### config.mk
export PLATFORM = sky130hd
export DESIGN_NAME = unidade_controle_mc
export DESIGN_NICKNAME = d
export VERILOG_FILES = /design/src/rtl/ctrl_pkg.sv /design/src/rtl/mem_wait_cnt.sv /design/src/rtl/unidade_controle_mc.sv
export SDC_FILE = /design/constraint.sdc
export NUM_CORES = 1
export LEC_CHECK = 0
export BUFFER_PORTS_ARGS = -buffer_cell sky130_fd_sc_hd__clkbuf_2
export CAP_MARGIN = 20
export CORE_UTILIZATION = 50
export CTS_BUF_LIST = sky130_fd_sc_hd__clkbuf_2
export DETAILED_ROUTE_END_ITERATION = 8
export GPL_TIMING_DRIVEN = 1
export PLACE_DENSITY = 0.81
export SYNTH_ARGS = -nofsm -noshare
export SYNTH_HDL_FRONTEND = slang
export SYNTH_HIERARCHICAL = 1
export SYNTH_SLANG_ARGS = --single-unit
### constraint.sdc
create_clock -name clock -period 1.8 [get_ports clock]
set_input_delay 0.18 -clock clock [delete_from_list [all_inputs] [get_ports clock]]
set_output_delay 0.18 -clock clock [all_outputs]
set_load 0.02 [all_outputs]
### src/rtl/ctrl_pkg.sv
// ctrl_pkg: shared definitions for the multicycle control unit.
//   - stateT: 6-bit FSM state encoding (also exported on the State debug port)
//   - opcode / funct codes of the supported MIPS subset
//   - 2-bit encodings for the OrigPC, MemparaReg, OrigBALU and OpALU selects
//   - decodeIr: maps IR[31:26] / IR[5:0] to the state that follows IR_WRITE
package ctrl_pkg;

  typedef enum logic [5:0] {
    S_FETCH       = 6'd0,
    S_FETCH_WAIT  = 6'd1,
    S_IR_WRITE    = 6'd2,
    S_CLASSE_R    = 6'd3,
    S_WRITE_RD    = 6'd4,
    S_ADDI        = 6'd5,
    S_ADDI_WB     = 6'd6,
    S_REF_MEM     = 6'd7,
    S_LOAD        = 6'd8,
    S_LOAD_WAIT   = 6'd9,
    S_END_REF_MEM = 6'd10,
    S_STORE       = 6'd11,
    S_STORE_WAIT  = 6'd12,
    S_BEQ         = 6'd13,
    S_BNE         = 6'd14,
    S_LUI         = 6'd15,
    S_JUMP        = 6'd16,
    S_NOP         = 6'd17,
    S_BREAK       = 6'd18,
    S_EXC         = 6'd19
  } stateT;

  localparam logic [5:0] OP_RTYPE = 6'h00;
  localparam logic [5:0] OP_J     = 6'h02;
  localparam logic [5:0] OP_BEQ   = 6'h04;
  localparam logic [5:0] OP_BNE   = 6'h05;
  localparam logic [5:0] OP_ADDI  = 6'h08;
  localparam logic [5:0] OP_LUI   = 6'h0f;
  localparam logic [5:0] OP_LW    = 6'h23;
  localparam logic [5:0] OP_SW    = 6'h2b;

  localparam logic [5:0] FN_NOP   = 6'h00;
  localparam logic [5:0] FN_BREAK = 6'h0d;
  localparam logic [5:0] FN_ADD   = 6'h20;
  localparam logic [5:0] FN_SUB   = 6'h22;
  localparam logic [5:0] FN_AND   = 6'h24;
  localparam logic [5:0] FN_OR    = 6'h25;
  localparam logic [5:0] FN_SLT   = 6'h2a;

  localparam logic [1:0] ORIGPC_ALU    = 2'b00;  // PC + 4
  localparam logic [1:0] ORIGPC_ALUOUT = 2'b01;  // branch target
  localparam logic [1:0] ORIGPC_JUMP   = 2'b10;
  localparam logic [1:0] ORIGPC_EXC    = 2'b11;

  localparam logic [1:0] M2R_ALUOUT = 2'b00;
  localparam logic [1:0] M2R_MDR    = 2'b01;
  localparam logic [1:0] M2R_LUI    = 2'b10;

  localparam logic [1:0] BALU_REG   = 2'b00;
  localparam logic [1:0] BALU_FOUR  = 2'b01;
  localparam logic [1:0] BALU_IMM   = 2'b10;
  localparam logic [1:0] BALU_IMMSH = 2'b11;

  localparam logic [1:0] ALUOP_ADD   = 2'b00;
  localparam logic [1:0] ALUOP_SUB   = 2'b01;
  localparam logic [1:0] ALUOP_FUNCT = 2'b10;

  // Anything not recognised lands in S_EXC (invalid opcode).
  function automatic stateT decodeIr(input logic [5:0] op, input logic [5:0] fn);
    stateT s;
    s = S_EXC;
    case (op)
      OP_RTYPE: begin
        case (fn)
          FN_NOP:                                s = S_NOP;
          FN_BREAK:                              s = S_BREAK;
          FN_ADD, FN_SUB, FN_AND, FN_OR, FN_SLT: s = S_CLASSE_R;
          default:                               s = S_EXC;
        endcase
      end
      OP_J:         s = S_JUMP;
      OP_BEQ:       s = S_BEQ;
      OP_BNE:       s = S_BNE;
      OP_ADDI:      s = S_ADDI;
      OP_LUI:       s = S_LUI;
      OP_LW, OP_SW: s = S_REF_MEM;
      default:      s = S_EXC;
    endcase
    return s;
  endfunction

endpackage

### src/rtl/mem_wait_cnt.sv
// mem_wait_cnt: loadable down-counter timing the memory wait states.
//   clock  in   system clock
//   reset  in   asynchronous, active-low
//   load   in   reload with MEM_WAIT-1 (asserted in the state before a wait state)
//   done   out  count reached zero: the current wait cycle is the last one
module mem_wait_cnt #(
  parameter int unsigned MEM_WAIT = 1
) (
  input  logic clock,
  input  logic reset,
  input  logic load,
  output logic done
);

  localparam int unsigned CW = (MEM_WAIT < 1) ? 1 : $clog2(MEM_WAIT + 1);
  localparam logic [CW-1:0] LOAD_VAL = (MEM_WAIT == 0) ? '0 : CW'(MEM_WAIT - 1);

  logic [CW-1:0] count;

  always_ff @(posedge clock or negedge reset) begin
    if (!reset) begin
      count <= '0;
    end else if (load) begin
      count <= LOAD_VAL;
    end else if (count != '0) begin
      count <= count - CW'(1);
    end
  end

  assign done = (count == '0);

endmodule

### src/rtl/unidade_controle_mc.sv
// unidade_controle_mc: multicycle control unit for the MIPS-subset datapath.
//   clock, reset (async, active-low)
//   OPcode, funct      IR fields; Overflow  ALU overflow flag
//   Escreve*           write enables for PC, regs, memory, IR, MDR, ALUOut, EPC, cause
//   IouD, RegDst, OrigAALU, OrigPC, MemparaReg, OrigBALU, OpALU   datapath selects
//   Causa              0 = invalid opcode, 1 = overflow (valid in EXC)
//   Halted             high in BREAK;  State  current state, for debug
//
// state        | meaning
// FETCH        | read instruction, PC <= PC + 4
// FETCH_WAIT   | instruction memory wait states
// IR_WRITE     | latch IR, precompute branch target, decode
// CLASSE_R     | R-type ALU operation
// WRITE_RD     | R-type write-back to rd
// ADDI         | immediate add
// ADDI_WB      | ADDI write-back to rt
// REF_MEM      | load/store address computation
// LOAD         | data memory read
// LOAD_WAIT    | data memory read wait states
// END_REF_MEM  | load write-back
// STORE        | data memory write
// STORE_WAIT   | data memory write wait states
// BEQ / BNE    | conditional branch
// LUI          | load upper immediate
// JUMP         | jump
// NOP          | no operation
// BREAK        | halted until reset
// EXC          | capture EPC/cause, go to exception vector
module unidade_controle_mc
  import ctrl_pkg::*;
#(
  parameter int unsigned MEM_WAIT       = 1,
  parameter logic [1:0]  EXC_VECTOR_SEL = ORIGPC_EXC
) (
  input  logic       clock,
  input  logic       reset,
  input  logic [5:0] OPcode,
  input  logic [5:0] funct,
  input  logic       Overflow,
  output logic       EscreveMem,
  output logic       EscrevePC,
  output logic       EscrevePCCondEQ,
  output logic       EscrevePCCondNE,
  output logic       EscreveReg,
  output logic       EscreveIR,
  output logic       EscreveMDR,
  output logic       EscreveAluOut,
  output logic       EscreveEPC,
  output logic       EscreveCausa,
  output logic       IouD,
  output logic       RegDst,
  output logic       OrigAALU,
  output logic [1:0] OrigPC,
  output logic [1:0] MemparaReg,
  output logic [1:0] OrigBALU,
  output logic [1:0] OpALU,
  output logic       Causa,
  output logic       Halted,
  output logic [5:0] State
);

  localparam bit HAS_WAIT = (MEM_WAIT > 0);

  stateT state, nextState;
  logic  causaReg, nextCausa;
  logic  waitLoad, waitDone;

  // Every wait state is entered only from FETCH, LOAD or STORE.
  assign waitLoad = (state == S_FETCH) || (state == S_LOAD) || (state == S_STORE);

  mem_wait_cnt #(.MEM_WAIT(MEM_WAIT)) waitCnt (
    .clock (clock),
    .reset (reset),
    .load  (waitLoad),
    .done  (waitDone)
  );

  always_ff @(posedge clock or negedge reset) begin
    if (!reset) begin
      state    <= S_FETCH;
      causaReg <= 1'b0;
    end else begin
      state    <= nextState;
      causaReg <= (nextState == S_EXC) ? nextCausa : 1'b0;
    end
  end

  always_comb begin
    nextState       = state;
    nextCausa       = 1'b0;
    EscreveMem      = 1'b0;
    EscrevePC       = 1'b0;
    EscrevePCCondEQ = 1'b0;
    EscrevePCCondNE = 1'b0;
    EscreveReg      = 1'b0;
    EscreveIR       = 1'b0;
    EscreveMDR      = 1'b0;
    EscreveAluOut   = 1'b0;
    EscreveEPC      = 1'b0;
    EscreveCausa    = 1'b0;
    IouD            = 1'b0;
    RegDst          = 1'b0;
    OrigAALU        = 1'b0;
    OrigPC          = 2'b00;
    MemparaReg      = 2'b00;
    OrigBALU        = 2'b00;
    OpALU           = 2'b00;
    Halted          = 1'b0;
    // While reset is held the state already reads FETCH, but no FETCH
    // enables may leak out until reset is released.
    if (reset) begin
      case (state)
        S_FETCH: begin
          OrigBALU  = BALU_FOUR;
          OpALU     = ALUOP_ADD;
          OrigPC    = ORIGPC_ALU;
          EscrevePC = 1'b1;
          nextState = HAS_WAIT ? S_FETCH_WAIT : S_IR_WRITE;
        end
        S_FETCH_WAIT: if (waitDone) nextState = S_IR_WRITE;
        S_IR_WRITE: begin
          EscreveIR     = 1'b1;
          EscreveAluOut = 1'b1;
          OrigBALU      = BALU_IMMSH;
          nextState     = decodeIr(OPcode, funct);
        end
        S_CLASSE_R: begin
          OrigAALU      = 1'b1;
          OrigBALU      = BALU_REG;
          OpALU         = ALUOP_FUNCT;
          EscreveAluOut = 1'b1;
          // Only the signed add/sub trap; AND/OR/SLT ignore the flag.
          if (Overflow && (funct == FN_ADD || funct == FN_SUB)) begin
            nextState = S_EXC;
            nextCausa = 1'b1;
          end else begin
            nextState = S_WRITE_RD;
          end
        end
        S_WRITE_RD: begin
          RegDst     = 1'b1;
          EscreveReg = 1'b1;
          MemparaReg = M2R_ALUOUT;
          nextState  = S_FETCH;
        end
        S_ADDI: begin
          OrigAALU      = 1'b1;
          OrigBALU      = BALU_IMM;
          OpALU         = ALUOP_ADD;
          EscreveAluOut = 1'b1;
          if (Overflow) begin
            nextState = S_EXC;
            nextCausa = 1'b1;
          end else begin
            nextState = S_ADDI_WB;
          end
        end
        S_ADDI_WB: begin
          EscreveReg = 1'b1;
          MemparaReg = M2R_ALUOUT;
          nextState  = S_FETCH;
        end
        S_REF_MEM: begin
          OrigAALU      = 1'b1;
          OrigBALU      = BALU_IMM;
          EscreveAluOut = 1'b1;
          nextState     = (OPcode == OP_SW) ? S_STORE : S_LOAD;
        end
        S_LOAD: begin
          IouD       = 1'b1;
          EscreveMDR = 1'b1;
          nextState  = HAS_WAIT ? S_LOAD_WAIT : S_END_REF_MEM;
        end
        S_LOAD_WAIT: begin
          EscreveMDR = 1'b1;
          if (waitDone) nextState = S_END_REF_MEM;
        end
        S_END_REF_MEM: begin
          MemparaReg = M2R_MDR;
          EscreveReg = 1'b1;
          nextState  = S_FETCH;
        end
        S_STORE: begin
          IouD       = 1'b1;
          EscreveMem = 1'b1;
          nextState  = HAS_WAIT ? S_STORE_WAIT : S_FETCH;
        end
        S_STORE_WAIT: if (waitDone) nextState = S_FETCH;
        S_BEQ: begin
          OrigAALU        = 1'b1;
          OpALU           = ALUOP_SUB;
          OrigPC          = ORIGPC_ALUOUT;
          EscrevePCCondEQ = 1'b1;
          nextState       = S_FETCH;
        end
        S_BNE: begin
          OrigAALU        = 1'b1;
          OpALU           = ALUOP_SUB;
          OrigPC          = ORIGPC_ALUOUT;
          EscrevePCCondNE = 1'b1;
          nextState       = S_FETCH;
        end
        S_LUI: begin
          EscreveReg = 1'b1;
          MemparaReg = M2R_LUI;
          nextState  = S_FETCH;
        end
        S_JUMP: begin
          OrigPC    = ORIGPC_JUMP;
          EscrevePC = 1'b1;
          nextState = S_FETCH;
        end
        S_NOP: nextState = S_FETCH;
        S_BREAK: begin
          Halted    = 1'b1;
          nextState = S_BREAK;
        end
        S_EXC: begin
          // PC was already advanced in FETCH; PC - 4 goes to EPC.
          OrigBALU     = BALU_FOUR;
          OpALU        = ALUOP_SUB;
          EscreveEPC   = 1'b1;
          EscreveCausa = 1'b1;
          OrigPC       = EXC_VECTOR_SEL;
          EscrevePC    = 1'b1;
          nextState    = S_FETCH;
        end
        default: nextState = S_FETCH;
      endcase
    end
  end

  assign Causa = causaReg;
  assign State = state;

endmodule

==> flow_metrics.env, run 1 <==
export IMPL_grt_ovfl_total=0
export IMPL_vdd_drop_max_uv=784.9
export IMPL_gp_congestion=0.9600
export IMPL_avgRoutedWirePerCell_microns=14.78
export IMPL_avgSynthCellArea_sq_um=7.324
export IMPL_p_per_area_nw_per_um2=1193
export IMPL_final_util_pct=74.21
export IMPL_syn_nets=172
export IMPL_grt_start_max_net_pins=14
export IMPL_antenna_found_initial=0
export IMPL_drcViolationCount=0
export IMPL_core_rowCount=16
export IMPL_drtIter0Drc=60
export IMPL_timing_fmax_mhz=563.9
export IMPL_drtPass1Iterations=4
export IMPL_critPathMaxFanout=9
export IMPL_num_vias=1474
export IMPL_crit_type="register to output port"
export IMPL_antenna_cells=0
export IMPL_cts_tree="done"
export IMPL_grtUsageTotal_pct=28.37
export IMPL_io_buffer_count=43
export IMPL_final_setup_worst_slack_ps=26.56
export IMPL_hp_class="input pin to register"
export IMPL_hpwl_mm=2.488
export IMPL_setup_tns_ps=0
export IMPL_synthCells=157
export IMPL_outcome="completed"
export IMPL_setup_viol=0
export IMPL_grt_pass1_vias=1288
export IMPL_syn_cell_area_sq_um=1150
export IMPL_startpoint_type="register"
export IMPL_finalWorstPathRequiredPeriod_ps=1773
export IMPL_dieWidth_microns=49.96
export IMPL_slew_viol_final=0
export IMPL_grt_pass1_wl_mm=5.526
export IMPL_via_per_inst=6.116
export IMPL_ios=44
export IMPL_power_leakage_nw=0.7325
export IMPL_core_area_sq_um=2062
export IMPL_finalHoldViolations=0
export IMPL_area_delta_synth_final_pct=33.08
export IMPL_cp_end_kind="output port"
export IMPL_clock_skew_ps=1.890
export IMPL_drive_gt1_share_pct=44.86
export IMPL_dp_slack_ps=87.41
export IMPL_critPathRequiredTime_ps=1620
export IMPL_nets=230
export IMPL_h_tree_depth=1
export IMPL_clock_sinks=7
export IMPL_die_area_sq_um=2496
export IMPL_start_util_pct=55.76
export IMPL_ctsRootBufferMaster="clkbuf_2"
export IMPL_cts_buffer_depth=2
export IMPL_min_period_over_period_pct=98.52
export IMPL_max_cap_viol_count=0
export IMPL_finalPower_w=0.001826
export IMPL_wl_mm=3.561
export IMPL_synth_warnings=6
export IMPL_cts_reportedPaths_clkPinSlew_ps=70
export IMPL_cp_arrival_ps=1590
export IMPL_insertion_delay_ps=220
export IMPL_dieHeight_microns=49.96
export IMPL_cts_made_buffers=3
export IMPL_drtAntennaViolNets=0
[state kept, by name, indices dropped and copies added (netlist names)]
| register | count |
|---|---|
| Causa | 1 |
| State | 6 |
[stage by stage]
step                area, sq um  hold WS, ps  instances
finish                     1530        333.5        241
CTS                        1409        315.1        228
global placement           1354        156.6        221
detailed placement         1354        154.5        221
floorplan                  1150       -115.6        157
global route               1530        338.8        241
[critical path, cell delays in order (launching register included)]
cell and delay (ps):
dfrtp_2 480, nor3_1 390, nand3_1 150, nor3_1 150
clkbuf_2 190
[layout by cell type, fill, tap and decap left out, types with 2 or more instances in the layout]
cell type   n
a22oi_1     2
a21o_1      3
nand2b_1    3
nor3_1     13
inv_1       6
and3_1      2
clkbuf_2   44
nand3_2     2
a31oi_1     3
nor2b_1     4
nor3b_1     3
o21ai_2     2
o21ai_0     5
nor2b_2     2
nand4_1     2
o22ai_1     3
buf_4      26
and2_1      2
nor3_2      2
dfrtp_2     5
nor2_1     16
nand2_1    11
dfrtp_1     2
nand4b_1    2
nand3_1     8
a21oi_1     7
or2_1       2
nor2_4      2
[layout make-up]
cell class	count	area [sq um]
Multi-Input combinational cell	129	855.8
Clock buffer	4	20.02
Fill cell	159	531.8
Sequential cell	7	181.4
Inverter	6	22.52
Timing Repair Buffer	68	416.7
Tap cell	27	33.78
[power breakdown]
group          internal (W)  switching [W]  total [W]
logic              0.000604       0.000797    0.00140
clock network     0.0000590      0.0000523   0.000111
registers          0.000208       0.000105   0.000313
total              0.000871       0.000955    0.00183
[repair_timing]
action	4_1_cts	5_1_grt
buffers inserted	2	13
hold endpoints to repair	7	0
resized for setup	5	11
setup endpoints to repair	8	13
hold buffers	1	0
pin swaps	1	6
[routing by layer]
metal  vias to the layer above  GRT usage [%]  wire length (microns)
met5                         -              0                      0
met4                         0          9.524                     74
met3                        13          3.395                    338
met2                       107          49.55                   1776
met1                       668          35.50                   1371
li1                        686              -                      -
[final timing paths]
kind / start / to / slack (ps) / depth (start not counted)
worst min register to register: State[5] / State[5] / 800 / 3
worst max-delay path: State[2] / IouD / 30 / 4
max in group asynchronous: reset / State[4] / 940 / 3
worst min-delay path: reset / State[5] / 330 / 3
min in group asynchronous: reset / State[5] / 610 / 3
worst max register to register: State[4] / State[2] / 140 / 7
Power figures use the tool's default switching activity.
==> inputs of run 2 (changes only) <==
CORE_UTILIZATION = 51   (was 50)
GPL_TIMING_DRIVEN = 0   (was 1)
PLACE_DENSITY = 0.83   (was 0.81)
==> run 2 against run 1 <==
Effect of this change: the run now ends with setup timing left; die area is 1.9% lower; total power about the same; via count is 2.6% lower; non-clock buffer count is 6 lower; clock-buffer cell count unchanged; setup slack got worse by 32 ps; first-iteration DRC count up 65%; combinational power grew 5%; sequential share of layout area down 0.25 points; final cell count decreased by 2.5%; critical path type unchanged; largest cell class unchanged.
==> flow_metrics.env, run 2 (synthesis gave the netlist of run 1 again) <==
export IMPL_setup_viol=2
export IMPL_drtAntennaViolNets=0
export IMPL_min_period_over_period_pct=100.3
export IMPL_crit_path_cell_trace="buf_6 > nor2_4 > nand3_1 > mux2i_2 > a21o_1 > buf_6"
export IMPL_slew_viol_final=0
export IMPL_vdd_drop_max_uv=845.0
export IMPL_finalWorstPathRequiredPeriod_ps=1805
export IMPL_top_layer="met4"
export IMPL_avgRoutedWirePerCell_microns=14.76
export IMPL_switching_power_w=0.0009714
export IMPL_mostFrequentLayoutCell="clkbuf_2"
export IMPL_wl_met1_mm=1.371
export IMPL_cts_made_buffers=3
export IMPL_cts_reportedPaths_clkPinSlew_ps=70
export IMPL_gp_congestion=0.9226
export IMPL_final_cell_mix="clkbuf_2, nor2_1, nand2_1"
export IMPL_p_per_area_nw_per_um2=1193
export IMPL_setup_tns_ps=-8.869
export IMPL_drive_gt1_share_pct=43.27
export IMPL_grtUsageTotal_pct=28.65
export IMPL_max_cap_viol_count=0
export IMPL_antenna_cells=0
export IMPL_crit_type="register to output port"
export IMPL_h_tree_depth=1
export IMPL_die_area_sq_um=2448
export IMPL_critPathRequiredTime_ps=1620
export IMPL_hp_class="input pin to register"
export IMPL_nets=224
export IMPL_grt_pass1_vias=1318
export IMPL_grt_start_max_net_pins=11
export IMPL_dieWidth_microns=49.48
export IMPL_io_buffer_count=40
export IMPL_via_per_inst=6.106
export IMPL_power_frac_seq_pct=13.0
export IMPL_cp_end_kind="output port"
export IMPL_switching_share_pct=53.17
export IMPL_met3_length_microns=310
export IMPL_clock_skew_ps=3.322
export IMPL_cts_buffer_depth=2
export IMPL_layout_cell_area_non_filler_sq_um=1531
export IMPL_violations="setup timing"
export IMPL_slowest_stage="dfrtp_1"
export IMPL_drtPass1Iterations=5
export IMPL_cp_slowest_stage_delay_ps=400
export IMPL_outcome="finished, violations left"
export IMPL_insertion_delay_ps=230
export IMPL_ctsRootBufferMaster="clkbuf_2"
export IMPL_start_util_pct=56.31
export IMPL_fillers=172
export IMPL_grt_pass1_wl_mm=5.733
export IMPL_final_util_pct=75.00
export IMPL_dieHeight_microns=49.48
export IMPL_wl_mm=3.468
export IMPL_core_rowCount=16
export IMPL_multi_input_area_sq_um=875.8
export IMPL_grt_ovfl_total=0
export IMPL_wl_met2_mm=1.728
export IMPL_drtIter0Drc=99
export IMPL_cp_arrival_ps=1630
export IMPL_placed_area_sq_um=1384
export IMPL_final_setup_worst_slack_ps=-5.338
export IMPL_startpoint_type="register"
export IMPL_rsz0062_at_grt="true"
export IMPL_hpwl_mm=2.552
export IMPL_antenna_found_initial=0
export IMPL_finalHoldViolations=0
export IMPL_core_area_sq_um=2042
export IMPL_area_delta_synth_final_pct=33.19
export IMPL_p_clk_share_pct=6.3
export IMPL_num_vias=1435
export IMPL_ios=44
export IMPL_power_leakage_nw=0.7215
export IMPL_drcViolationCount=0
export IMPL_cts_tree="done"
export IMPL_largest_reg_flops=6
export IMPL_seqCellArea_sq_um=177.7
export IMPL_critPathMaxFanout=8
export IMPL_power_frac_comb_pct=80.7
export IMPL_timing_fmax_mhz=553.9
export IMPL_intPower_w=0.0008556
export IMPL_cpMostUsedCell="buf_6"
export IMPL_clock_sinks=7
## run 2: cell types whose count changed in the layout (fill, tap and decap cells not counted), sizes merged
cell / delta
buf: -6
## run 2: final timing paths
| kind | startpoint | to | slack, ps | cells past startpoint |
|---|---|---|---|---|
| min in group asynchronous | reset | State[0] | 410 | 2 |
| worst max register to register | State[2] | State[1] | 210 | 6 |
| worst min register to register | State[5] | State[5] | 710 | 2 |
| worst min-delay path | reset | State[4] | 280 | 3 |
| max in group asynchronous | reset | State[1] | 1130 | 2 |
| worst max-delay path | State[3] | OpALU[0] | -5 | 6 |
## run 2: repair_timing
item                                   in CTS  in global routing
gates cloned                                0                  0
pin swaps                                   0                  5
gates resized for setup                     8                 15
hold buffers                                1                  0
endpoints found under the hold margin       7                  0
setup buffers                               1                  5
setup endpoints to repair                   4                 13
## run 2: metal layers
| metal | global-route usage [%] | vias to the layer above |
|---|---|---|
| li1 | - | 673 |
| met1 | 37.03 | 650 |
| met3 | 2.160 | 12 |
| met2 | 50.00 | 100 |
| met4 | 9.524 | 0 |
| met5 | 0 | - |
## run 2: per-stage QoR
step	hold slack (ps)	power (W)	std cells	setup WS (ps)
2_1_floorplan	-115.6	0.001210	157	46.81
3_3_place_gp	33.07	0.001498	224	158.8
3_5_place_dp	36.51	0.001518	224	129.4
4_1_cts	282.0	0.001679	230	2.293
5_1_grt	298.1	0.001948	235	-84.05
6_report	280.8	0.001827	235	-5.338
## run 2: worst max-delay path: cells and delay by family, from the launching register on
family / cells / cell delay, ps
AND/OR/NAND/NOR: 2 / 340
buffers and inverters: 2 / 270
multiplexers: 1 / 230
AO/OA/AOI/OAI: 1 / 160
flip-flops: 1 / 400
## run 2: power groups by stage
stage | registers, W | logic [W] | clock network (W)
after floorplan | 0.000296 | 0.000914 | 0
after global placement | 0.000242 | 0.00126 | 0
after detailed placement | 0.000246 | 0.00127 | 0
after CTS | 0.000240 | 0.00133 | 0.000114
after global routing | 0.000243 | 0.00158 | 0.000127
final | 0.000237 | 0.00147 | 0.000115
## run 2: area by class of cell
cell class,count,area share (%)
timing repair buffer,47,17.48
sequential,7,11.60
clock buffer,4,1.307
inverter,6,1.471
buffer,15,8.742
multi-input combinational,129,57.19
tap,27,2.206
